[src/rtl/btn_step_ctrl.sv]
// Front-panel conditioner: synchronises and debounces the push-buttons, then
// turns STEP / RUN-PAUSE presses into a single-cycle CPU clock-enable.
module btn_step_ctrl #(
    parameter int N_BTN      = 2,
    parameter int DEB_CYCLES = 16,
    parameter bit ACTIVE_LOW = 1'b1,
    parameter int DIV_W      = 24
) (
    input  logic             CLK1,
    input  logic             RST,
    input  logic [N_BTN-1:0] BTN,
    input  logic             MODE_RUN,
    input  logic [DIV_W-1:0] DIV,
    output logic [N_BTN-1:0] BTN_LEVEL,
    output logic [N_BTN-1:0] BTN_PRESS,
    output logic [N_BTN-1:0] BTN_RELEASE,
    output logic             CPU_EN,
    output logic             RUN_ACTIVE,
    output logic [15:0]      STEP_CNT
);

    localparam int               CNT_W    = $clog2(DEB_CYCLES + 1);
    localparam logic [CNT_W-1:0] CNT_LAST = CNT_W'(DEB_CYCLES - 1);
    localparam logic [N_BTN-1:0] RELEASED = {N_BTN{ACTIVE_LOW}};

    typedef enum logic [1:0] {
        ST_STEP,
        ST_RUN,
        ST_PAUSE
    } state_t;

    logic [N_BTN-1:0] sync1;
    logic [N_BTN-1:0] sync2;
    logic [N_BTN-1:0] pressed;
    logic [N_BTN-1:0] flip;
    logic [CNT_W-1:0] deb_cnt [N_BTN];

    state_t           state;
    state_t           state_nxt;
    logic [DIV_W-1:0] div_cnt;
    logic [DIV_W-1:0] div_nxt;
    logic             cpu_en_nxt;
    logic             step_now;

    always_ff @(posedge CLK1) begin
        if (RST) begin
            sync1 <= RELEASED;
            sync2 <= RELEASED;
        end else begin
            sync1 <= BTN;
            sync2 <= sync1;
        end
    end

    assign pressed = ACTIVE_LOW ? ~sync2 : sync2;

    // A channel flips on the DEB_CYCLES-th consecutive edge that disagrees
    always_comb begin
        flip = '0;
        for (int i = 0; i < N_BTN; i++) begin
            flip[i] = (pressed[i] != BTN_LEVEL[i]) && (deb_cnt[i] == CNT_LAST);
        end
    end

    always_ff @(posedge CLK1) begin
        if (RST) begin
            BTN_LEVEL   <= '0;
            BTN_PRESS   <= '0;
            BTN_RELEASE <= '0;
            for (int i = 0; i < N_BTN; i++) begin
                deb_cnt[i] <= '0;
            end
        end else begin
            BTN_LEVEL   <= BTN_LEVEL ^ flip;
            BTN_PRESS   <= flip & pressed;
            BTN_RELEASE <= flip & ~pressed;
            for (int i = 0; i < N_BTN; i++) begin
                if ((pressed[i] != BTN_LEVEL[i]) && !flip[i]) begin
                    deb_cnt[i] <= deb_cnt[i] + 1'b1;
                end else begin
                    deb_cnt[i] <= '0;
                end
            end
        end
    end

    // Uses the unregistered press so CPU_EN lands in the same cycle as BTN_PRESS[0]
    assign step_now = flip[0] & pressed[0];

    always_comb begin
        state_nxt  = state;
        div_nxt    = div_cnt;
        cpu_en_nxt = 1'b0;
        case (state)
            ST_STEP: begin
                cpu_en_nxt = step_now;
                if (MODE_RUN) begin
                    state_nxt = ST_RUN;
                    div_nxt   = '0;
                end
            end
            ST_RUN: begin
                if (!MODE_RUN) begin
                    state_nxt = ST_STEP;
                    div_nxt   = '0;
                end else if (BTN_PRESS[1]) begin
                    state_nxt = ST_PAUSE;
                end else if (div_cnt >= DIV) begin
                    cpu_en_nxt = 1'b1;
                    div_nxt    = '0;
                end else begin
                    div_nxt = div_cnt + 1'b1;
                end
            end
            ST_PAUSE: begin
                cpu_en_nxt = step_now;
                if (!MODE_RUN) begin
                    state_nxt = ST_STEP;
                    div_nxt   = '0;
                end else if (BTN_PRESS[1]) begin
                    state_nxt = ST_RUN;
                    div_nxt   = '0;
                end
            end
            default: begin
                state_nxt = ST_STEP;
                div_nxt   = '0;
            end
        endcase
    end

    always_ff @(posedge CLK1) begin
        if (RST) begin
            state      <= ST_STEP;
            div_cnt    <= '0;
            CPU_EN     <= 1'b0;
            RUN_ACTIVE <= 1'b0;
            STEP_CNT   <= '0;
        end else begin
            state      <= state_nxt;
            div_cnt    <= div_nxt;
            CPU_EN     <= cpu_en_nxt;
            RUN_ACTIVE <= (state_nxt == ST_RUN);
            if (CPU_EN) begin
                STEP_CNT <= STEP_CNT + 16'd1;
            end
        end
    end

endmodule

[config.mk]
export PLATFORM = sky130hd
export DESIGN_NAME = btn_step_ctrl
export DESIGN_NICKNAME = d
export VERILOG_FILES = /design/src/rtl/btn_step_ctrl.sv
export SDC_FILE = /design/constraint.sdc
export NUM_CORES = 1
export LEC_CHECK = 0
export ABC_AREA = 1
export BUFFER_PORTS_ARGS = -buffer_cell sky130_fd_sc_hd__buf_2
export CORE_MARGIN = 2
export CORE_UTILIZATION = 51
export DETAILED_ROUTE_END_ITERATION = 6
export PLACE_DENSITY = 0.7
export SYNTH_ARGS = -nofsm -noshare
export SYNTH_HDL_FRONTEND = slang
export SYNTH_SLANG_ARGS = --single-unit
[constraint.sdc]
create_clock -name CLK1 -period 2.2 [get_ports CLK1]
set_input_delay 0.55 -clock CLK1 [delete_from_list [all_inputs] [get_ports CLK1]]
set_output_delay 0.55 -clock CLK1 [all_outputs]
set_load 0.05 [all_outputs]
==> results.py, run 1 <==
metrics = {
    "layout": {
        "fill_cells": 738,
        "antenna_cells": 0,
        "fin_util": 0.603,
        "fin_cells": 766,
        "area_growth_pct": 15.3,
        "final_nets": 718,
        "fin_area_um2": 4630,
        "multi_input_area_um2": 2280,
        "seq_area_um2": 1330,
        "drive_gt1_frac": 0.188,
    },
    "place": {
        "dp_cells": 749,
        "numPortBuffers": 52,
        "post-dp-hpwl_um": 6680,
        "place_area_um2": 4430,
        "place_congestion": 0.858,
    },
    "logic_synthesis": {
        "ys_seq_elements": 64,
        "synth-main-ff-cell": "dfxtp_1",
        "ys_warn_count": 0,
        "synth_edf_count": 5,
        "yosysSeqAreaShare": 0.331,
        "syn-cell-area_um2": 4020,
        "synthArstFlopShare": 0,
        "netlist_instances": 593,
        "synth_top_cell_by_area": "dfxtp_1",
        "netlist.area_leader.share": 0.294,
        "avgSynthCellArea_um2": 6.78,
        "synthDistinctLibCells": 39,
        "ys_top_cells_by_area": "dfxtp_1 (29%), nand2_1 (14%), ha_1 (9.3%), inv_1 (8.2%), nor2_1 (6.9%)",
    },
    "sta": {
        "period_share": 0.878,
        "fin_crit_ps": 1930,
        "timing.fmax_mhz": 517,
        "setup_viol": 0,
        "worstMarginPinSlew_ps": 496,
        "slew_headroom": 0.666,
        "rsz0062_at_grt": "no",
        "hold_viol_final": 0,
        "slew_violations": 0,
        "clock-skew-final_ps": 10.8,
    },
    "worst_setup_path": {
        "crit_arrival_ps": 2160,
        "cp-end-kind": "flop",
        "reg2reg_slack_ps": 270,
        "critPathMaxFanout": 13,
        "start_kind": "flop",
        "crit_type": "reg2reg",
        "required_ps": 2430,
    },
    "die": {
        "die_w_um": 92.8,
        "row_count": 32,
        "initial_core_util": 0.523,
        "fp.dieArea_um2": 8610,
        "core_area_um2": 7690,
        "ios": 53,
        "die_h_um": 92.8,
    },
    "grt": {
        "grt-ovfl-total": 0,
        "grt_max_degree": 26,
        "grt_pass1_wl_um": 15700,
        "antenna_found_initial": 0,
        "track_usage": 0.224,
        "grt_pass1_vias": 3629,
    },
    "route": {
        "drc": 0,
        "viasPerCell": 5.03,
        "vias": 3853,
        "drt_iter0_drc": 253,
        "post_drt_wl_per_cell_um": 12.0,
        "dr.pass1.iters": 4,
        "detail-route-antenna-nets": 0,
        "drt_wl_total_um": 9170,
    },
    "worst_hold_path": {
        "hp-class": "in2reg",
    },
    "cts": {
        "cts_tree": "built",
        "clkSlewWorstSetupHoldPaths_ps": 80,
        "clock_latency_ps": 350,
        "cts_htree_levels": 3,
        "cts_buffers": 9,
        "root_buffer": "clkbuf_8",
        "postCtsSetupRepairBufs": 0,
        "cts_buffer_depth": 2,
        "cts_num_sinks": 64,
    },
    "power": {
        "p_seq_frac": 0.503,
        "clockPowerShare": 0.427,
        "internal-power_mw": 1.77,
        "leakagePower_nw": 2.14,
        "switching_share": 0.252,
        "switchingPower_uw": 597,
        "powerDensity_nw_per_um2": 510,
        "peakVddDrop_v": 0.000631,
        "pwr-share-comb": 0.070,
    },
    "run_status": {
        "outcome": "complete, no violations",
    },
    "flow_run": {
        "drv_cap": 0,
    },
}
## cell usage after synthesis (3+ instances only)
library cell and instances:
nor3_1 7, a31oi_1 5, xor2_1 4, a21oi_2 14, nand2_2 5, inv_2 6
nand2_1 154, or2_2 4, inv_1 88, nor2_1 74, edfxtp_1 5, buf_6 3
o21ai_1 6, clkbuf_1 4, nor2_2 6, nand3_1 19, dfxtp_1 59, ha_1 30
nor4_1 5, nor3b_1 3, a21oi_1 37, nand4_1 11, nor2_4 4, o21ai_0 19
## what timing repair did
item                                   in CTS  in global routing
endpoints found under the hold margin       0                  0
resized for setup                           0                  1
hold buffers                                0                  0
setup endpoints to repair                   0                  5
## registers in the layout (all words and copies together), names as in the netlist
name         count
RUN_ACTIVE       1
sync1            2
CPU_EN           1
state            2
BTN_RELEASE      2
sync2            2
BTN_LEVEL        2
div_cnt         24
STEP_CNT        16
BTN_PRESS        2
deb_cnt         10
## path summary, 6_finish.rpt
check                                  from    endpoint  depth (start not counted)
worst max-delay path            div_cnt[23]  div_cnt[2]                         10
worst min-delay path                 BTN[0]    sync1[0]                          2
worst max register to register  div_cnt[23]  div_cnt[2]                         10
worst min register to register     sync1[1]    sync2[1]                          1
## layer usage
metal | wire, um | up-vias | share of wire | GRT usage
met3 | 479 | 17 | 0.052 | 0.0309
met4 | 189 | 0 | 0.021 | 0.0993
met1 | 4230 | 1728 | 0.46 | 0.290
li1 | - | 2009 | - | -
met5 | 0 | - | 0 | 0
met2 | 4280 | 99 | 0.47 | 0.371
## metrics by stage
| step | power, mW | TNS, ps | worst slack, ps | hold WS (ps) |
|---|---|---|---|---|
| after floorplan | 1.33 | 0 | 370 | 389 |
| after global placement | 1.38 | -1410 | -69.0 | 393 |
| after detailed placement | 1.38 | -2100 | -121 | 394 |
| after CTS | 2.38 | 0 | 157 | 377 |
| after global routing | 2.45 | 0 | 107 | 384 |
| final | 2.36 | 0 | 267 | 385 |
## worst max-delay path: stages, from the launching register on
cell     delay [ps]
dfxtp_1         360
ha_1            310
nand2_1          60
inv_1            60
nand3_1          90
nor2_1          150
nand3_1         150
a21oi_2         320
nor2_4          160
nand2_1          90
a21oi_1          50
## cells by family (layout without fill, tap and decap cells)
group / Yosys count / in the layout / share of synthesized area
buf+inv: 107 / 173 / 0.109
flops: 64 / 64 / 0.331
fa+ha+maj: 30 / 30 / 0.0934
simple gates: 302 / 303 / 0.333
compound gates: 83 / 83 / 0.120
xor+xnor: 6 / 6 / 0.0131
other cells: 1 / 5 / 0.000933
## power groups by stage
| stage | Clock (mW) | Sequential (mW) | Combinational (mW) |
|---|---|---|---|
| 6_report | 1.01 | 1.19 | 0.165 |
| 5_1_grt | 1.07 | 1.19 | 0.190 |
| 4_1_cts | 1.03 | 1.19 | 0.166 |
| 3_5_place_dp | 0 | 1.22 | 0.165 |
| 3_3_place_gp | 0 | 1.22 | 0.159 |
| 2_1_floorplan | 0 | 1.22 | 0.107 |
## final cells by class
cell class / instances / share of cell area
Tap cell: 102 / 0.0275
Sequential cell: 64 / 0.287
Clock inverter: 7 / 0.0151
Inverter: 96 / 0.0783
Clock buffer: 9 / 0.0267
Timing Repair Buffer: 61 / 0.0734
Multi-Input combinational cell: 427 / 0.492
## placed cells by master (no fill, tap or decap), types with 2 or more instances in the layout
cell type,n
a21oi_2,14
inv_2,6
clkbuf_8,9
nand3_2,2
xor2_1,4
conb_1,5
nor2_4,5
nand4_1,11
xnor2_1,2
a21oi_1,37
nor3_1,7
buf_4,8
nor3b_1,3
ha_1,30
o21ai_1,6
edfxtp_1,5
nand2_1,154
or2_2,4
nor2_2,6
dfxtp_1,59
and2_1,2
o21ai_0,19
nor4_1,5
a31oi_1,5
clkinv_2,5
inv_1,88
nor2_1,74
buf_2,52
nand2_2,5
nand3_1,19
No activity file was read; power rests on OpenSTA's default activity.
==> inputs of run 2 (changes only) <==
==> constraint.sdc (replaced) <==
create_clock -name CLK1 -period 2.45 [get_ports CLK1]
set_input_delay 0.6125 -clock CLK1 [delete_from_list [all_inputs] [get_ports CLK1]]
set_output_delay 0.6125 -clock CLK1 [all_outputs]
set_load 0.05 [all_outputs]
==> run 2 against run 1 <==
Compared with the run above:
- core utilization fell by 0.31 points
- sequential power shrank 10%
- non-clock buffer count decreased by 4
- wire length decreased by 3.5%
- largest cell class unchanged
==> results.py, run 2 (synthesis results as in run 1) <==
metrics = {
    "run_status": {
        "outcome": "complete, no violations",
    },
    "cts": {
        "cts_buffers": 9,
        "cts_htree_levels": 3,
        "cts_num_sinks": 64,
        "cts_buffer_depth": 2,
        "ctsResizeCount": 0,
        "clock_latency_ps": 340,
        "root_buffer": "clkbuf_8",
        "clkSlewWorstSetupHoldPaths_ps": 70,
        "cts_tree": "built",
        "postCtsSetupRepairBufs": 0,
        "holdBufCountCts": 0,
    },
    "layout": {
        "area_growth_pct": 14.7,
        "fill_cells": 752,
        "fin_util": 0.600,
        "top_regs": "div_cnt (24), STEP_CNT (16), deb_cnt (10)",
        "regMostFlops": "div_cnt",
        "drive_gt1_frac": 0.181,
        "final_common_cell": "nand2_1",
        "antenna_cells": 0,
        "largest_register_ffs": 24,
        "fin_area_um2": 4610,
        "mostFrequentLayoutCells": "nand2_1 (154), inv_1 (88), nor2_1 (74), dfxtp_1 (59), buf_2 (52)",
        "final_nets": 713,
    },
    "worst_setup_path": {
        "crit_type": "reg2reg",
        "critPathMaxFanout": 25,
        "required_ps": 2720,
        "cp-end-kind": "flop",
        "start_kind": "flop",
        "crit_arrival_ps": 2100,
    },
    "sta": {
        "setup_viol": 0,
        "timing.fmax_mhz": 546,
        "hold_ws_ps": 410,
        "fin_crit_ps": 1830,
        "rsz0062_at_grt": "no",
        "clock-skew-final_ps": 8.18,
        "timing.setup.tns_ps": 0,
        "slew_violations": 0,
        "hold_viol_final": 0,
        "period_share": 0.748,
    },
    "grt": {
        "grt_pass1_vias": 3544,
        "grt_max_degree": 26,
        "antenna_found_initial": 0,
        "grt-ovfl-total": 0,
        "track_usage": 0.222,
        "grt_pass1_wl_um": 15600,
    },
    "die": {
        "row_count": 32,
        "die_h_um": 92.8,
        "initial_core_util": 0.523,
        "die_w_um": 92.8,
        "fp.dieArea_um2": 8610,
        "core_area_um2": 7690,
        "ios": 53,
    },
    "route": {
        "detail-route-antenna-nets": 0,
        "dr.pass1.iters": 7,
        "viasPerCell": 4.98,
        "drt_iter0_drc": 205,
        "post_drt_wl_per_cell_um": 11.6,
        "drt_wl_total_um": 8850,
        "drc": 0,
        "vias": 3792,
    },
    "power": {
        "internal-power_mw": 1.68,
        "switching_share": 0.234,
        "pwr-share-comb": 0.065,
        "total_power_mw": 2.20,
        "p_seq_frac": 0.486,
        "switchingPower_uw": 515,
        "powerDensity_nw_per_um2": 477,
        "leakagePower_nw": 2.13,
        "clockPowerShare": 0.449,
        "peakVddDrop_v": 0.000404,
    },
    "flow_run": {
        "drv_cap": 0,
    },
    "place": {
        "place_area_um2": 4400,
        "numPortBuffers": 52,
        "place_congestion": 0.852,
        "post-dp-hpwl_um": 6670,
    },
    "worst_hold_path": {
        "hp-class": "reg2reg",
    },
}
-- run 2: layer usage --
metal,GRT usage,share of wire,up-vias
met3,0.0399,0.049,6
met5,0,0,-
li1,-,-,2006
met2,0.366,0.47,98
met1,0.296,0.47,1682
met4,0.0674,0.0078,0
-- run 2: path summary, 6_finish.rpt --
check,startpoint,endpoint,slack [ps],depth (start not counted)
worst max-delay path,div_cnt[11],div_cnt[8],620,13
worst max register to register,div_cnt[11],div_cnt[8],620,13
worst min-delay path,sync1[1],sync2[1],410,1
worst min register to register,sync1[1],sync2[1],410,1
-- run 2: power groups by stage --
stage	registers [mW]	clock network (mW)	logic, mW
2_1_floorplan	1.10	0	0.0959
3_3_place_gp	1.09	0	0.138
3_5_place_dp	1.09	0	0.142
4_1_cts	1.07	1.01	0.143
5_1_grt	1.07	1.05	0.164
6_report	1.07	0.988	0.142
-- run 2: critical path, stage by stage, from the launching register on --
cell and delay [ps]:
dfxtp_1 480, ha_1 300, nand2_1 90, inv_1 40, nand2_1 50, nand2_1 40, nand2_1 50, nand2_1 70
nand2_1 60, nand2_1 80, nor2_4 130, buf_12 170, nand2_1 80, a21oi_1 110
-- run 2: layout make-up --
class / instances / area (um2) / area share
timing repair buffer: 57 / 310 / 0.0673
sequential: 64 / 1330 / 0.289
clock buffer: 10 / 128 / 0.0277
tap: 102 / 128 / 0.0277
clock inverter: 6 / 83.8 / 0.0182
inverter: 96 / 363 / 0.0787
multi-input combinational: 426 / 2270 / 0.492
-- run 2: through the flow --
| step | instances | setup WS, ps |
|---|---|---|
| 3_5_place_dp | 745 | 356 |
| 6_report | 761 | 618 |
| 5_1_grt | 761 | 407 |
| 4_1_cts | 761 | 609 |
| 3_3_place_gp | 745 | 375 |
| 2_1_floorplan | 597 | 557 |
